File: src/rtl/cpu_sys_pio_pkg.sv
// Shared constants for the cpu_sys PIO slave and its arbiter.
package cpu_sys_pio_pkg;

  localparam int unsigned PIO_AW = 3;
  localparam int unsigned PIO_DW = 32;

  // PIO register offsets.
  localparam logic [PIO_AW-1:0] PIO_DATA     = 3'd0;
  localparam logic [PIO_AW-1:0] PIO_EDGE_CAP = 3'd3;
  localparam logic [PIO_AW-1:0] PIO_OUTSET   = 3'd4;
  localparam logic [PIO_AW-1:0] PIO_OUTCLR   = 3'd5;

  typedef logic [PIO_AW-1:0] pio_addr_t;
  typedef logic [PIO_DW-1:0] pio_data_t;

endpackage

File: src/rtl/cpu_sys_pio_arb_if.sv
// Requester-side and PIO-side Avalon-MM signals of the PIO arbiter.
// slave: arbiter view; master: requesters plus PIO slave view.
interface cpu_sys_pio_arb_if
  import cpu_sys_pio_pkg::*;
#(
  parameter int unsigned NUM_REQ = 2
) ();

  logic [NUM_REQ-1:0]        req_read;
  logic [NUM_REQ-1:0]        req_write;
  logic [PIO_AW*NUM_REQ-1:0] req_address;
  logic [PIO_DW*NUM_REQ-1:0] req_writedata;
  logic [NUM_REQ-1:0]        req_waitrequest;
  pio_data_t                 req_readdata;
  logic [NUM_REQ-1:0]        req_readdatavalid;

  pio_addr_t                 pio_address;
  logic                      pio_chipselect;
  logic                      pio_write_n;
  pio_data_t                 pio_writedata;
  pio_data_t                 pio_readdata;

  modport slave (
    input  req_read, req_write, req_address, req_writedata, pio_readdata,
    output req_waitrequest, req_readdata, req_readdatavalid,
    output pio_address, pio_chipselect, pio_write_n, pio_writedata
  );

  modport master (
    output req_read, req_write, req_address, req_writedata, pio_readdata,
    input  req_waitrequest, req_readdata, req_readdatavalid,
    input  pio_address, pio_chipselect, pio_write_n, pio_writedata
  );

endinterface

File: src/rtl/cpu_sys_rr_pick.sv
// Combinational round-robin picker: first active index after last_i, wrapping.
module cpu_sys_rr_pick #(
  parameter int unsigned NUM_REQ = 2,
  parameter int unsigned ID_W    = 1
) (
  input  logic [NUM_REQ-1:0] active_i,
  input  logic [ID_W-1:0]    last_i,
  output logic [NUM_REQ-1:0] grant_o,
  output logic [ID_W-1:0]    id_o,
  output logic               valid_o
);

  // Scan from last_i+1 around to last_i itself; the first active hit wins.
  always_comb begin
    grant_o = '0;
    id_o    = '0;
    valid_o = 1'b0;
    for (int unsigned off = 1; off <= NUM_REQ; off++) begin
      int unsigned idx;
      idx = (32'(last_i) + off) % NUM_REQ;
      if (!valid_o && active_i[idx]) begin
        grant_o[idx] = 1'b1;
        id_o         = ID_W'(idx);
        valid_o      = 1'b1;
      end
    end
  end

endmodule

File: src/rtl/cpu_sys_pio_arb.sv
// Round-robin arbiter sharing one PIO Avalon-MM slave between NUM_REQ requesters.
// Commands pass straight through in the grant cycle; read responses are routed
// back one cycle later through a single-entry owner pipeline.
module cpu_sys_pio_arb
  import cpu_sys_pio_pkg::*;
#(
  parameter int unsigned NUM_REQ = 2,
  parameter int unsigned ID_W    = (NUM_REQ > 2) ? $clog2(NUM_REQ) : 1
) (
  input  logic              clk,
  input  logic              reset_n,
  cpu_sys_pio_arb_if.slave  bus
);

  logic [NUM_REQ-1:0] active;
  logic [NUM_REQ-1:0] grant;
  logic [ID_W-1:0]    gnt_id;
  logic               gnt_vld;
  logic               acc_rd;

  logic [ID_W-1:0]    last_d, last_q;
  logic               rd_vld_d, rd_vld_q;
  logic [ID_W-1:0]    rd_id_d, rd_id_q;

  // Both strobes set counts as a write, so active is just the OR.
  always_comb begin
    active = bus.req_read | bus.req_write;
  end

  cpu_sys_rr_pick #(
    .NUM_REQ (NUM_REQ),
    .ID_W    (ID_W)
  ) u_pick (
    .active_i (active),
    .last_i   (last_q),
    .grant_o  (grant),
    .id_o     (gnt_id),
    .valid_o  (gnt_vld)
  );

  // Drive the slave from the granted requester; idle values when nobody is granted.
  always_comb begin
    bus.req_waitrequest = active & ~grant;
    bus.pio_chipselect  = 1'b0;
    bus.pio_write_n     = 1'b1;
    bus.pio_address     = '0;
    bus.pio_writedata   = '0;
    acc_rd              = 1'b0;
    if (gnt_vld) begin
      bus.pio_chipselect = 1'b1;
      bus.pio_write_n    = ~bus.req_write[gnt_id];
      bus.pio_address    = bus.req_address[gnt_id*PIO_AW +: PIO_AW];
      bus.pio_writedata  = bus.req_writedata[gnt_id*PIO_DW +: PIO_DW];
      acc_rd             = bus.req_read[gnt_id] & ~bus.req_write[gnt_id];
    end
  end

  // Next-state for the round-robin pointer and the read-owner pipeline.
  always_comb begin
    last_d   = gnt_vld ? gnt_id : last_q;
    rd_vld_d = acc_rd;
    rd_id_d  = acc_rd ? gnt_id : rd_id_q;
  end

  // State; reset puts last at NUM_REQ-1 so requester 0 wins first.
  always_ff @(posedge clk or negedge reset_n) begin
    if (!reset_n) begin
      last_q   <= ID_W'(NUM_REQ - 1);
      rd_vld_q <= 1'b0;
      rd_id_q  <= '0;
    end else begin
      last_q   <= last_d;
      rd_vld_q <= rd_vld_d;
      rd_id_q  <= rd_id_d;
    end
  end

  // Response routing: readdata is broadcast, valid is one-hot to the owner.
  always_comb begin
    bus.req_readdata = bus.pio_readdata;
    for (int unsigned i = 0; i < NUM_REQ; i++) begin
      bus.req_readdatavalid[i] = rd_vld_q && (rd_id_q == ID_W'(i));
    end
  end

endmodule

File: src/flat_wrapper.sv
// flat-port wrapper written by rule: the top's interface ports become plain ports
module cpu_sys_pio_arb_flat import cpu_sys_pio_pkg::*;
#(
  parameter int unsigned NUM_REQ = 2,
  parameter int unsigned ID_W    = (NUM_REQ > 2) ? $clog2(NUM_REQ) : 1
)
  (clk, reset_n, bus_req_read, bus_req_write, bus_req_address, bus_req_writedata, bus_pio_readdata, bus_req_waitrequest, bus_req_readdata, bus_req_readdatavalid, bus_pio_address, bus_pio_chipselect, bus_pio_write_n, bus_pio_writedata);
  cpu_sys_pio_arb_if #(.NUM_REQ(NUM_REQ)) bus_i ();
  input  logic clk;
  input  logic reset_n;
  input wire logic [$bits(bus_i.req_read)-1:0] bus_req_read;
  input wire logic [$bits(bus_i.req_write)-1:0] bus_req_write;
  input wire logic [$bits(bus_i.req_address)-1:0] bus_req_address;
  input wire logic [$bits(bus_i.req_writedata)-1:0] bus_req_writedata;
  input wire logic [$bits(bus_i.pio_readdata)-1:0] bus_pio_readdata;
  output wire logic [$bits(bus_i.req_waitrequest)-1:0] bus_req_waitrequest;
  output wire logic [$bits(bus_i.req_readdata)-1:0] bus_req_readdata;
  output wire logic [$bits(bus_i.req_readdatavalid)-1:0] bus_req_readdatavalid;
  output wire logic [$bits(bus_i.pio_address)-1:0] bus_pio_address;
  output wire logic [$bits(bus_i.pio_chipselect)-1:0] bus_pio_chipselect;
  output wire logic [$bits(bus_i.pio_write_n)-1:0] bus_pio_write_n;
  output wire logic [$bits(bus_i.pio_writedata)-1:0] bus_pio_writedata;
  assign bus_i.req_read = bus_req_read;
  assign bus_i.req_write = bus_req_write;
  assign bus_i.req_address = bus_req_address;
  assign bus_i.req_writedata = bus_req_writedata;
  assign bus_i.pio_readdata = bus_pio_readdata;
  assign bus_req_waitrequest = bus_i.req_waitrequest;
  assign bus_req_readdata = bus_i.req_readdata;
  assign bus_req_readdatavalid = bus_i.req_readdatavalid;
  assign bus_pio_address = bus_i.pio_address;
  assign bus_pio_chipselect = bus_i.pio_chipselect;
  assign bus_pio_write_n = bus_i.pio_write_n;
  assign bus_pio_writedata = bus_i.pio_writedata;
  cpu_sys_pio_arb #(.NUM_REQ(NUM_REQ), .ID_W(ID_W)) u_core (.clk(clk), .reset_n(reset_n), .bus(bus_i));
endmodule
File: config.mk
export PLATFORM = sky130hd
export DESIGN_NAME = cpu_sys_pio_arb_flat
export DESIGN_NICKNAME = d
export VERILOG_FILES = /design/src/rtl/cpu_sys_pio_pkg.sv /design/src/rtl/cpu_sys_pio_arb_if.sv /design/src/rtl/cpu_sys_rr_pick.sv /design/src/rtl/cpu_sys_pio_arb.sv /design/src/flat_wrapper.sv
export SDC_FILE = /design/constraint.sdc
export NUM_CORES = 1
export LEC_CHECK = 0
export ABC_AREA = 1
export BUFFER_PORTS_ARGS = -buffer_cell sky130_fd_sc_hd__buf_2
export CAP_MARGIN = 15
export CORE_AREA = 2 2 71 73
export CTS_BUF_LIST = sky130_fd_sc_hd__clkbuf_16
export CTS_CLUSTER_SIZE = 24
export DETAILED_ROUTE_END_ITERATION = 10
export DIE_AREA = 0 0 73 75
export GPL_TIMING_DRIVEN = 0
export PLACE_DENSITY = 0.69
export SKIP_CTS_REPAIR_TIMING = 1
export SYNTH_ARGS = -nofsm -noshare
export SYNTH_HDL_FRONTEND = slang
export SYNTH_SLANG_ARGS = --single-unit
File: constraint.sdc
create_clock -name clk -period 3.87 [get_ports clk]
set_clock_uncertainty 0.1 [all_clocks]
set_input_delay 0.5805 -clock clk [delete_from_list [all_inputs] [get_ports clk]]
set_output_delay 0.5805 -clock clk [all_outputs]
set_load 0.03 [all_outputs]
# [Yosys cells after proc, flatten, opt, wreduce, memory -nomap -nowiden]
# Index checks and enable logic that the tools add are counted.
[totals] regBits=3 latchBits=0 ram_bits=0 romBits=0 input_bits=108 output_inout_bits=73 word_cells=49 n_memories=0
[op_classes] addsub=2 multipliers=1 n_div=0 n_lt_le_gt_ge=5 eq_ne=0 shifts=2 mux=23 n_bitwise=7 n_reduce_logical=6
[op_table] cell="$shiftx 64x7->32" count=1
[op_table] cell="$mux 32" count=1
[op_table] cell="$mux 1" count=17
[op_table] cell="$lt 1x2->1 const B" count=3
[op_table] cell="$shiftx 6x4->3" count=1
[op_table] cell="$logic_and 1x1->1" count=5
[op_table] cell="$mux 2" count=2
[op_table] cell="$or 2x2->2" count=2
[op_table] cell="$mul 1x2->3 const B" count=1
[op_table] cell="$mux 3" count=1
[op_table] cell="$add 1x1->1 const B" count=2
[op_table] cell="$and 2x2->2" count=1
[op_table] cell="$demux 1 s1" count=2
[op_table] cell="$ge 1x1->1 const B" count=2
[op_table] cell="$not 1->1" count=2
[op_table] cell="$not 2->2" count=1
[op_table] cell="$and 1x1->1" count=1
[op_table] cell="$logic_not 1->1" count=1

# [Logic depth before layout (Yosys ltp)]
[depth] word_depth=12 mapped_depth=8 mapped_depth_nobuf=8

# [Hierarchy]
# A second synthesis with hierarchy kept.
[hier_totals] hier_cells=186 area_unflattened_um2=1038.5
[modules_own_cells] module="cpu_sys_pio_arb" n_inst=1 cells_each=179 area_each_um2=1008.5 seq_area_each_um2=76.3
[modules_own_cells] module="cpu_sys_rr_pick" n_inst=1 cells_each=7 area_each_um2=30.0 seq_area_each_um2=0.0

# [Worst setup path before layout]
# OpenSTA, ideal clock, no wires.
[synth_path] path_kind="input port to output port" startpoint="in bus_req_read[0]" endpoint="out bus_pio_writedata[8]" arrival_time_ns=1.400 t_required_ns=3.189 slack_ns=1.789 path_stages=6 n_path_buf=1 cell_sequence="o21ai_2 > o21ai_2 > inv_2 > buf_12 > nand2_1 > nand2_1"
[synth_via] elab_chain_cells=9 elab_cells_between_ends=13 cone_classes="shift (1); mux (9); bitwise (1); reduce/logical (2)"
[synth_lines] element="start: declaration" line="flat_wrapper.sv:11" text="input wire logic [$bits(bus_i.req_read)-1:0] bus_req_read;"
[synth_lines] element="$or 2x2->2 (*)" line="cpu_sys_pio_arb.sv:27" text="active = bus.req_read | bus.req_write;"
[synth_lines] element="$mux 1 (implied by the code) (2 in a row)" line="cpu_sys_rr_pick.sv:21" text="if (!valid_o && active_i[idx]) begin"
[synth_lines] element="$mux 1" line="cpu_sys_rr_pick.sv:21"
[synth_lines] element="$logic_not 1->1" line="cpu_sys_rr_pick.sv:21"
[synth_lines] element="$logic_and 1x1->1" line="cpu_sys_rr_pick.sv:21"
[synth_lines] element="$mux 1" line="cpu_sys_rr_pick.sv:21"
[synth_lines] element="$shiftx 64x7->32" line="cpu_sys_pio_arb.sv:53" text="bus.pio_writedata = bus.req_writedata[gnt_id*PIO_DW +: PIO_DW];"
[synth_lines] element="$mux 32 (*)" line="cpu_sys_pio_arb.sv:49" text="if (gnt_vld) begin"
[synth_lines] element="end: declaration" line="flat_wrapper.sv:22" text="output wire logic [$bits(bus_i.pio_writedata)-1:0] bus_pio_writedata;"
# Every way passes the cells marked *; elsewhere a longest branch is shown, timed or not. The select of a mux whose other input is x is not followed.

# [Worst setup path after layout]
[layout_path] startpoint="in bus_req_read[0]" endpoint="out bus_pio_writedata[25]"
# The elaborated chain is that of the path after synthesis.

==> flow_summary.yaml <==
status:
  outcome: "complete, no violations"
power_and_ir_drop:
  cellInternalPower_mw: 0.321
  p_seq_share_pct: 6.8
  ir_worst_vdd_uv: 129
  swShare_pct: 48.3
  combPwrFrac_pct: 67.0
  switchingPower_mw: 0.299
  p_leak_nw: 1.28
  power.share.clock_pct: 26.2
  p_per_area_nw_per_um2: 323
synth:
  syn-instance-count: 178
  synth.avg_cell_area_um2: 5.79
  seq_area_frac_synth_pct: 7.40
  yosysTopAreaCell: "nand2_1"
  ys_top_cells_by_area: "nand2_1, buf_4, nand3_1"
  yosysWarningCount: 0
  synth.distinct_cells: 17
  syn_nets: 286
  synth_top_area_share_pct: 25.5
  ys_ff_latch: 3
  syn_area_um2: 1030
grt:
  grt_first_pass_wirelength_um: 5620
  grt_overflow: 0
  antenna_found_initial: 1
  grtUsageTotal_pct: 12.7
  grt_pass1_vias: 1362
  grt_max_degree: 11
critical_path:
  critPathCaptureType: "output pin"
  arrival_ns: 1.70
  path_class: "input pin to output pin"
  cp-start-kind: "input pin"
  worstPathMaxFanout: 10
  r2r_slack_ns: 2.54
  worst-r2r-cell-count: 5
  path_cells: "buf_2, o21ai_2, o21ai_2, inv_2, buf_6, nand2_1, nand2_1, buf_2"
  crit_slowest_cell: "o21ai_2"
  r2r_end: "u_core.last_q"
  regToRegStartpoint: "u_core.last_q"
  slowest_delay_ns: 0.21
  crit_required_ns: 3.19
flow_run:
  max-cap-violations: 0
sta:
  fin_setup_tns_ns: 0
  fmax_mhz: 419
  rsz0062_at_grt: "false"
  worst_pin_slew_ns: 0.254
  slew_violations: 0
  hold_viol: 0
  fin_crit_sh_pct: 61.6
  slew_headroom_pct: 82.9
  period_needed_ns: 2.38
  setup_viol: 0
clock_network:
  cts_buffers: 3
  clk_pin_slew_worst_paths_ns: 0.03
  cts_tree: "done"
  cts_buffer_depth: 2
  cts_root_buffer: "clkbuf_16"
  cts.sinks: 3
  clock_latency_ns: 0.22
  cts_max_level: 1
cells_and_area:
  multi_input_area_um2: 583
  final_cells: 385
  layout_commonest_cell: "buf_2"
  regArea_um2: 76.3
  nFillCells: 496
  syn2layout_area_growth_pct: 86.3
  mostFrequentLayoutCells: "buf_2, nand2_1, buf_4, nand3_1, nand2_2"
  nets: 439
  drive_gt1_share_pct: 64.2
route:
  remaining_drc_errors: 0
  firstDrtPassIters: 4
  drt-initial-drc-count: 5
  via_per_inst: 4.22
  postRouteAntennaNets: 0
  wl_per_cell_um: 10.2
  vias: 1623
  drt-total-wl_um: 3910
placed_design:
  dp.cells: 380
  post-dp-hpwl_um: 3430
  routabilityCongestion: 0.803
  io_buffers: 148
floorplanning:
  ios: 181
  die_h_um: 75
  core_area_um2: 4660
  die_w_um: 73
  dieArea_um2: 5480
  initial_core_util_pct: 22.1
  num_rows: 25
worst_hold_path:
  worstHoldPathType: "input pin to asynchronous set/reset pin"
cells by family (layout without fill, tap and decap cells):
family | Yosys count | after routing | synth area share (%)
AND/OR/NAND/NOR | 121 | 121 | 53.4
flip-flops | 3 | 3 | 7.40
other | 0 | 1 | 0
AO/OA/AOI/OAI | 5 | 5 | 3.16
buffers and inverters | 49 | 201 | 36.0
cells in the mapped netlist, drive strengths merged:
cell / instances
inv: 7
dfrtp: 2
dfstp: 1
nor2: 6
buf: 42
nand2: 79
o21ai: 5
or2: 1
nand3: 35
through the flow:
stage / setup WS [ns] / hold WS [ns] / total power, mW / cell area, µm² / utilization (%)
4_1_cts: 1.45 / 0.0486 / 0.627 / 1920 / 41.2
3_5_place_dp: 1.45 / 0.279 / 0.462 / 1840 / 39.5
5_1_grt: 1.34 / 0.0490 / 0.665 / 1920 / 41.2
3_3_place_gp: 1.47 / 0.275 / 0.459 / 1840 / 39.5
6_report: 1.49 / 0.0479 / 0.620 / 1920 / 41.2
2_1_floorplan: 1.79 / 0.185 / 0.334 / 1030 / -
worst max path at each step:
stage,cells after the start,endpoint,slack [ns],startpoint
3_5_place_dp,8,bus_pio_writedata[25],1.45,bus_req_read[0]
6_report,8,bus_pio_writedata[25],1.49,bus_req_read[0]
2_1_floorplan,6,bus_pio_writedata[8],1.79,bus_req_read[0]
5_1_grt,8,bus_pio_writedata[27],1.34,bus_req_read[0]
3_3_place_gp,8,bus_pio_writedata[25],1.47,bus_req_read[0]
4_1_cts,8,bus_pio_writedata[25],1.45,bus_req_read[0]
sequential cells by signal, summed over array words and instances (netlist names):
register         cells
u_core.rd_id_q       1
u_core.last_q        1
u_core.rd_vld_q      1
per-layer routing:
layer	part of all wire (%)	GRT usage, %	wire length, µm
met2	52	24.8	2040
met4	0.36	2.67	14
met1	37	14.1	1430
met5	0	0	0
met3	11	2.68	422
power groups by stage:
stage / logic, mW / clock network (mW) / registers (mW)
4_1_cts: 0.421 / 0.164 / 0.0421
6_report: 0.416 / 0.163 / 0.0420
2_1_floorplan: 0.293 / 0 / 0.0411
5_1_grt: 0.452 / 0.170 / 0.0428
3_5_place_dp: 0.420 / 0 / 0.0421
3_3_place_gp: 0.417 / 0 / 0.0423
critical path: cells and delay by family:
kind / cells / cell delay, ns
AO/OA/AOI/OAI: 2 / 0.32
buffers and inverters: 4 / 0.67
AND/OR/NAND/NOR: 2 / 0.12
cell type report:
cell class / instances / share of cell area [%]
Antenna cell: 1 / 0.130
Clock buffer: 3 / 3.91
Buffer: 42 / 18.0
Tap cell: 54 / 3.52
Timing Repair Buffer: 148 / 38.6
Clock inverter: 1 / 0.195
Multi-Input combinational cell: 126 / 30.4
Inverter: 7 / 1.37
Sequential cell: 3 / 3.97
No activity file was read; power rests on OpenSTA's default activity.
